### config.mk
export PLATFORM = sky130hd
export DESIGN_NAME = mul_share_arbiter
export DESIGN_NICKNAME = d
export VERILOG_FILES = /design/src/rtl/mul_share_arbiter.sv
export SDC_FILE = /design/constraint.sdc
export NUM_CORES = 1
export LEC_CHECK = 0
export BUFFER_PORTS_ARGS = -buffer_cell sky130_fd_sc_hd__buf_2
export CAP_MARGIN = 5
export CELL_PAD_IN_SITES_DETAIL_PLACEMENT = 0
export CELL_PAD_IN_SITES_GLOBAL_PLACEMENT = 1
export CORE_UTILIZATION = 35
export CTS_CLUSTER_SIZE = 8
export DETAILED_ROUTE_END_ITERATION = 12
export PLACE_DENSITY_LB_ADDON = 0.3
export SLEW_MARGIN = 15
export SYNTH_ARGS = -nofsm -noshare
export SYNTH_HDL_FRONTEND = slang
export SYNTH_SLANG_ARGS = --single-unit
export TNS_END_PERCENT = 5
### constraint.sdc
create_clock -name clk -period 8.63 [get_ports clk]
set_input_delay 1.726 -clock clk [delete_from_list [all_inputs] [get_ports clk]]
set_output_delay 1.726 -clock clk [all_outputs]
set_load 0.005 [all_outputs]
### src/rtl/mul_share_arbiter.sv
// Shares one pipelined FP16 multiplier between two requesters.
// Issue is round-robin and gated by per-requester credits. Results return
// through per-requester FIFOs, in issue order for each requester.
// Ports:
//   clk, rst                          clock, synchronous active-high reset
//   reqN_valid/reqN_ready/reqN_a/b    operand issue handshake, N = 0,1
//   rspN_valid/rspN_ready/rspN_result result return handshake, N = 0,1
//   busy                              an op is in the pipe or a FIFO holds data
module mul_share_arbiter #(
   parameter int unsigned LAT        = 2,
   parameter int unsigned FIFO_DEPTH = 2
) (
   input  logic        clk,
   input  logic        rst,
   input  logic        req0_valid,
   output logic        req0_ready,
   input  logic [15:0] req0_a,
   input  logic [15:0] req0_b,
   input  logic        req1_valid,
   output logic        req1_ready,
   input  logic [15:0] req1_a,
   input  logic [15:0] req1_b,
   output logic        rsp0_valid,
   input  logic        rsp0_ready,
   output logic [15:0] rsp0_result,
   output logic        rsp1_valid,
   input  logic        rsp1_ready,
   output logic [15:0] rsp1_result,
   output logic        busy
);

   localparam int unsigned CW = $clog2(FIFO_DEPTH + 1);
   localparam int unsigned PW = (FIFO_DEPTH > 1) ? $clog2(FIFO_DEPTH) : 1;

   // Truncating FP16 multiply; exponent field 0 still carries the hidden 1.
   function automatic logic [15:0] fp16_mul(input logic [15:0] a, input logic [15:0] b);
      logic        s;
      logic [4:0]  e;
      logic [21:0] p;
      s = a[15] ^ b[15];
      e = a[14:10] + b[14:10] - 5'd15;
      p = {11'd0, 1'b1, a[9:0]} * {11'd0, 1'b1, b[9:0]};
      fp16_mul = p[21] ? {s, e + 5'd1, p[20:11]} : {s, e, p[19:10]};
   endfunction

   function automatic logic [PW-1:0] next_ptr(input logic [PW-1:0] ptr);
      next_ptr = (ptr == PW'(FIFO_DEPTH - 1)) ? '0 : ptr + PW'(1);
   endfunction

   logic [CW-1:0] cred      [2];
   logic [CW-1:0] count     [2];
   logic [PW-1:0] wptr      [2];
   logic [PW-1:0] rptr      [2];
   logic [15:0]   fifo_mem  [2][FIFO_DEPTH];
   logic [15:0]   pipe_data [LAT];
   logic [LAT-1:0] pipe_valid;
   logic [LAT-1:0] pipe_tag;
   logic          rr_last;
   logic          cand0, cand1;
   logic [1:0]    grant;
   logic [1:0]    wr_en;
   logic [1:0]    pop;
   logic [1:0]    rsp_rdy;

   assign cand0   = req0_valid & (cred[0] < CW'(FIFO_DEPTH));
   assign cand1   = req1_valid & (cred[1] < CW'(FIFO_DEPTH));
   assign rsp_rdy = {rsp1_ready, rsp0_ready};

   // Round-robin pick: on a tie the requester not granted last time wins.
   always_comb begin
      grant = 2'b00;
      if (cand0 && cand1) begin
         grant[0] = rr_last;
         grant[1] = ~rr_last;
      end else begin
         grant[0] = cand0;
         grant[1] = cand1;
      end
   end

   assign req0_ready = grant[0];
   assign req1_ready = grant[1];

   // FIFO write from the last pipe stage, pop on the response handshake.
   always_comb begin
      wr_en = 2'b00;
      pop   = 2'b00;
      for (int r = 0; r < 2; r++) begin
         wr_en[r] = pipe_valid[LAT-1] & (pipe_tag[LAT-1] == 1'(r));
         pop[r]   = (count[r] != '0) & rsp_rdy[r];
      end
   end

   // Pipe control: valid and requester tag shift along with the data.
   always_ff @(posedge clk) begin
      if (rst) begin
         pipe_valid <= '0;
         pipe_tag   <= '0;
      end else begin
         pipe_valid[0] <= |grant;
         pipe_tag[0]   <= grant[1];
         for (int unsigned k = 1; k < LAT; k++) begin
            pipe_valid[k] <= pipe_valid[k-1];
            pipe_tag[k]   <= pipe_tag[k-1];
         end
      end
   end

   // Pipe data: product formed at issue, then delayed to the FIFO write point.
   always_ff @(posedge clk) begin
      pipe_data[0] <= grant[1] ? fp16_mul(req1_a, req1_b) : fp16_mul(req0_a, req0_b);
      for (int unsigned k = 1; k < LAT; k++) begin
         pipe_data[k] <= pipe_data[k-1];
      end
   end

   // Arbiter history, FIFO pointers/occupancy and credits.
   always_ff @(posedge clk) begin
      if (rst) begin
         rr_last <= 1'b1;
         for (int r = 0; r < 2; r++) begin
            wptr[r]  <= '0;
            rptr[r]  <= '0;
            count[r] <= '0;
            cred[r]  <= '0;
         end
      end else begin
         if (|grant) begin
            rr_last <= grant[1];
         end
         for (int r = 0; r < 2; r++) begin
            if (wr_en[r]) begin
               wptr[r] <= next_ptr(wptr[r]);
            end
            if (pop[r]) begin
               rptr[r] <= next_ptr(rptr[r]);
            end
            count[r] <= count[r] + CW'(wr_en[r]) - CW'(pop[r]);
            cred[r]  <= cred[r] + CW'(grant[r]) - CW'(pop[r]);
         end
      end
   end

   // FIFO storage needs no reset; the head is masked while the FIFO is empty.
   always_ff @(posedge clk) begin
      for (int r = 0; r < 2; r++) begin
         if (wr_en[r]) begin
            fifo_mem[r][wptr[r]] <= pipe_data[LAT-1];
         end
      end
   end

   assign rsp0_valid  = (count[0] != '0);
   assign rsp1_valid  = (count[1] != '0);
   assign rsp0_result = rsp0_valid ? fifo_mem[0][rptr[0]] : '0;
   assign rsp1_result = rsp1_valid ? fifo_mem[1][rptr[1]] : '0;
   assign busy        = (|pipe_valid) | rsp0_valid | rsp1_valid;

endmodule
======== Word level (Yosys, flattened, before mapping) ========
Memories as Yosys holds them, arrays and structs flattened.
Index checks and enable logic that the tools add are counted.
operators by class
  multipliers ............................. 2
  muxes and demuxes ....................... 48
  order comparisons ....................... 8
  add/sub/neg operators ................... 18
  reduce and logical (&&, ||, !) cells .... 8
  bitwise operators ....................... 24
operators with widths
  operator                                             count
  two-way mux 16 bit                                   11
  two-way mux 32 bit                                   4
  multiplier 11 x 11 -> 22 bit                         2
  demux 16 bit (select 1 bit)                          2
  OR reduction 32 bit                                  1
  two-way mux 15 bit                                   2
  two-way mux 1 bit                                    24
  adder 5 x 1 -> 5 bit (second input constant)         2
  adder 5 bit                                          2
  two-way mux 2 bit                                    5
  OR 1 bit                                             10
  subtractor 5 x 4 -> 5 bit (second input constant)    2
  adder 2 x 1 -> 2 bit                                 4
  >= comparator 2 bit (second input constant)          4
  inverter 1 -> 2 bit                                  4
  subtractor 2 x 1 -> 2 bit                            4
  bitwise AND 1 bit                                    6
  adder 1 bit (second input constant)                  4
  < comparator 2 x 1 -> 1 bit (second input constant)  2
  < comparator 2 bit (second input constant)           2
  nonzero test 2 bit                                   2
  OR reduction 2 bit                                   2
  logical AND 1 bit                                    3
  inverter 1 bit                                       2
  bitwise XOR 1 bit                                    2
word-level totals
  input port bits ......................... 70
  register bits ........................... 5
  bits in writable memories ............... 108
  word-level logic and storage cells ...... 117
  memories kept ........................... 6
memories
  name       depth  width  rd ports  clocked after Yosys merged registers in  write ports  RTL line  text
  fifo_mem   2      32     2         0                                        1            54        logic [15:0] fifo_mem [2][FIFO_DEPTH];
  pipe_data  2      16     2         0                                        2            55        logic [15:0] pipe_data [LAT];
  count      2      2      2         0                                        2            51        logic [CW-1:0] count [2];
  cred       2      2      2         0                                        2            50        logic [CW-1:0] cred [2];
  rptr       2      1      2         0                                        2            53        logic [PW-1:0] rptr [2];
  wptr       2      1      2         0                                        2            52        logic [PW-1:0] wptr [2];

======== Longest topological paths before layout ========
  depth after elaboration ................. 8
  depth in mapped cells ................... 25
  gate-level depth less buffers ........... 22

======== Worst setup path after synthesis ========
OpenSTA, ideal clock, no wires.
  path kind ............................... input-to-reg
  start point ............................. input port req1_a[4]
  end point ............................... memory pipe_data[0][7]
  required time ........................... 8.562 ns
  arrival ................................. 6.835 ns
  setup slack ............................. 1.726 ns
  stages .................................. 21
  cell sequence ........................... clkbuf_1 nand2_1 fa_1 inv_1 fa_1 fa_1 fa_1 inv_1 fa_1 inv_1 ha_1 a21oi_1 o21ai_0 a21oi_1 o221ai_2 a21oi_1 o21bai_1 xor2_1 nor2b_1 or4_1 o21ai_2
RTL lines
  item                RTL line  text
  start: declaration  21        input logic [15:0] req1_a,
  end: declaration    55

==> out/qor.txt <==
Starting Density: 35.5%
crit path max fanout: 13
post-CTS setup buffers: 0
gr ovfl total: 0
Max-slew headroom: 30.4%
run status: completed
final setup fails: 0
Ant. Diodes: 0
Total Routing Usage GR: 15.0%
layout cell share with drive strength beyond 1: 12.5%
r2r worst-path depth: 6
critical path startpoint: req1_b[9]
Avg Vias per Cell: 4.59
Crit Reg-Reg Startpoint: cred[0][3]
min Tclk post-route: 7.17 ns
layout net count: 1,700
ranking of synthesized cells by area: fa_1 26%, edfxtp_1 17%, ha_1 14%
DP HPWL: 21,000 um
first-pass GRT wire length: 43,000 um
vias: 8,279
Post-synth EDFFs: 68
Setup TNS: 0 ns
Routed WL: 25,300 um
CP Data Arrival Time: 7.51 ns
critical path startpoint category: input pin
Syn-to-layout area delta: 12.9%
Synth Cell Area: 12,300 um2
hold slack final: 0.318 ns
Hold Crit Class: flop to flop
final hold violations: 0
placed instance area: 13,200 um2
initial detailed-routing violation count: 319
H-tree depth: 4
count leader, synth: inv_1
I/O pins: 107
Yosys top cell by area: fa_1
Synth top area share: 26.1%
synth cell count leaders: 254 x inv_1, 160 x fa_1, 136 x ha_1
GPL Wtd Cong: 0.805
drt wl/cell: 14.1 um
Die ar.: 35,800 um2
antenna violations before repair: 0
count of pins over their slew limit: 0
hold_sp: pipe_data[0][1]
CTS tree: built
CP required: 8.97 ns
RSZ-0062 raised after global routing: false
clock-pin slew on the worst setup and hold paths: 0.05 ns
Max clock buf depth: 2
Reg2Reg Capture Point: cred[0][3]
worst vdd ir: 0.185 mV
crit share post-route: 83.1%
Pleak: 6.83 nW
Initial DRT Pass Iterations: 4
Synth Net Count: 1,615
FFs w/ async S/R, synth: 0%
CTS buffer count: 17
port bufs: 106
Syn Inst Count: 1,249
Worst-Margin Slew: 1.04 ns
clock tree sinks: 113
largest net degree at the start of global routing: 23
#FFs+latches synth: 113
sequential fraction of the synthesis area: 24.0%
max cap viols: 0
number of global-route vias before repair: 8,506
# rows: 68
hold_buf cts: 0
CTS Root Cell: clkbuf_16
Unique masters post-synth: 64
Die W: 189 um
post_cts resized: 0
setup slack, reg-to-reg: 6.44 ns
syn_area_per_cell: 9.82 um2
Max Fclk: 0.139 GHz
chip height: 189 um
Clk Latency, worst-skew pair: 0.40 ns
Final ANT Viol Nets: 0
hold depth: 0
DRC: 0
core box area: 34,500 um2
worst-case clock skew: 0.00705 ns
Power Density: 330 nW/um2
design area: 13,800 um2
endpoint type of the worst setup path: flop
WS Path Type: input pin to flop
Hold Path Sink: pipe_data[0][17]
Synth Flop Type: edfxtp_1
synth warn: 0
==> cells by family (layout without fill, tap and decap cells) <==
group	count (synthesis)	count (layout)	synth area share (%)
buf+inv	297	395	9.18
xor+xnor	51	51	4.10
flops	113	113	24.0
compound gates	92	92	5.19
mux	39	39	3.19
fa+ha+maj	296	296	40.0
simple gates	361	361	14.3
==> registers in the layout, summed over array words and instances, names as in the netlist <==
name / flops
rptr: 2
wptr: 2
pipe_data: 32
count: 4
pipe_valid: 2
fifo_mem: 64
pipe_tag: 2
cred: 4
rr_last: 1
==> routing by layer <==
metal	routed length (um)	track usage [%]
met5	0	0
met4	218	3.26
met3	604	1.87
met2	12200	25.1
met1	12300	20.7
==> through the flow <==
step	setup slack, ns	utilization, %	cells	total power [mW]
3_3_place_gp	1.04	38.3	1770	3.92
6_report	1.46	40.1	1802	4.57
5_1_grt	1.20	40.1	1802	5.14
2_1_floorplan	1.73	-	1249	3.18
3_5_place_dp	0.973	38.3	1770	3.94
4_1_cts	1.41	40.1	1802	4.67
==> cell usage in the layout, fill, tap and decap left out, drive strengths merged, types with 3 or more instances in the layout <==
master | Yosys | routed
clkbuf | 38 | 26
a31oi | 4 | 4
xor2 | 23 | 23
nor2 | 86 | 86
o211ai | 4 | 4
o21ai | 22 | 22
a21o | 5 | 5
dfxtp | 45 | 45
a21oi | 28 | 28
nor2b | 13 | 13
nand4 | 7 | 7
nand2 | 130 | 130
mux2i | 38 | 38
ha | 136 | 136
buf | 5 | 109
and3 | 5 | 5
xnor2 | 28 | 28
a211oi | 5 | 5
and2 | 76 | 76
fa | 160 | 160
nor3 | 11 | 11
edfxtp | 68 | 68
nor4b | 3 | 3
nand3 | 10 | 10
nand2b | 9 | 9
inv | 254 | 255
==> worst max-delay path, stage by stage <==
cell	delay (ns)
buf_2	0.18
inv_1	0.17
nor2_1	0.09
fa_1	0.50
inv_1	0.05
fa_1	0.53
inv_1	0.06
fa_1	0.50
fa_1	0.54
inv_1	0.05
fa_1	0.53
inv_1	0.04
ha_1	0.32
nand2_1	0.10
nor2_1	0.05
a31oi_1	0.41
a21o_1	0.25
nand2_1	0.09
nand3_1	0.37
buf_4	0.29
o2bb2ai_1	0.07
or4_1	0.52
o21ai_2	0.07
==> where the power goes <==
part | internal [mW] | switching (mW)
Combinational | 1.30 | 1.73
Sequential | 0.744 | 0.0899
Clock | 0.479 | 0.225
Total | 2.52 | 2.05
==> how the worst max path moves through the flow <==
stage / end / slack [ns] / depth (start not counted)
2_1_floorplan: pipe_data[0][7] / 1.73 / 21
3_3_place_gp: pipe_data[0][7] / 1.04 / 23
3_5_place_dp: pipe_data[0][7] / 0.97 / 23
4_1_cts: pipe_data[0][7] / 1.41 / 23
5_1_grt: pipe_data[0][7] / 1.20 / 23
6_report: pipe_data[0][7] / 1.46 / 23
==> final cells by class <==
cell class                 instances  area (um2)
clock buffer                      26         564
clock inverter                     6        61.3
fill                            3499       20700
inverter                         254         953
multi-input combinational        839        8200
sequential                       113        2940
tap                              455         569
timing repair buffer             109         553
Power figures use the tool's default switching activity.
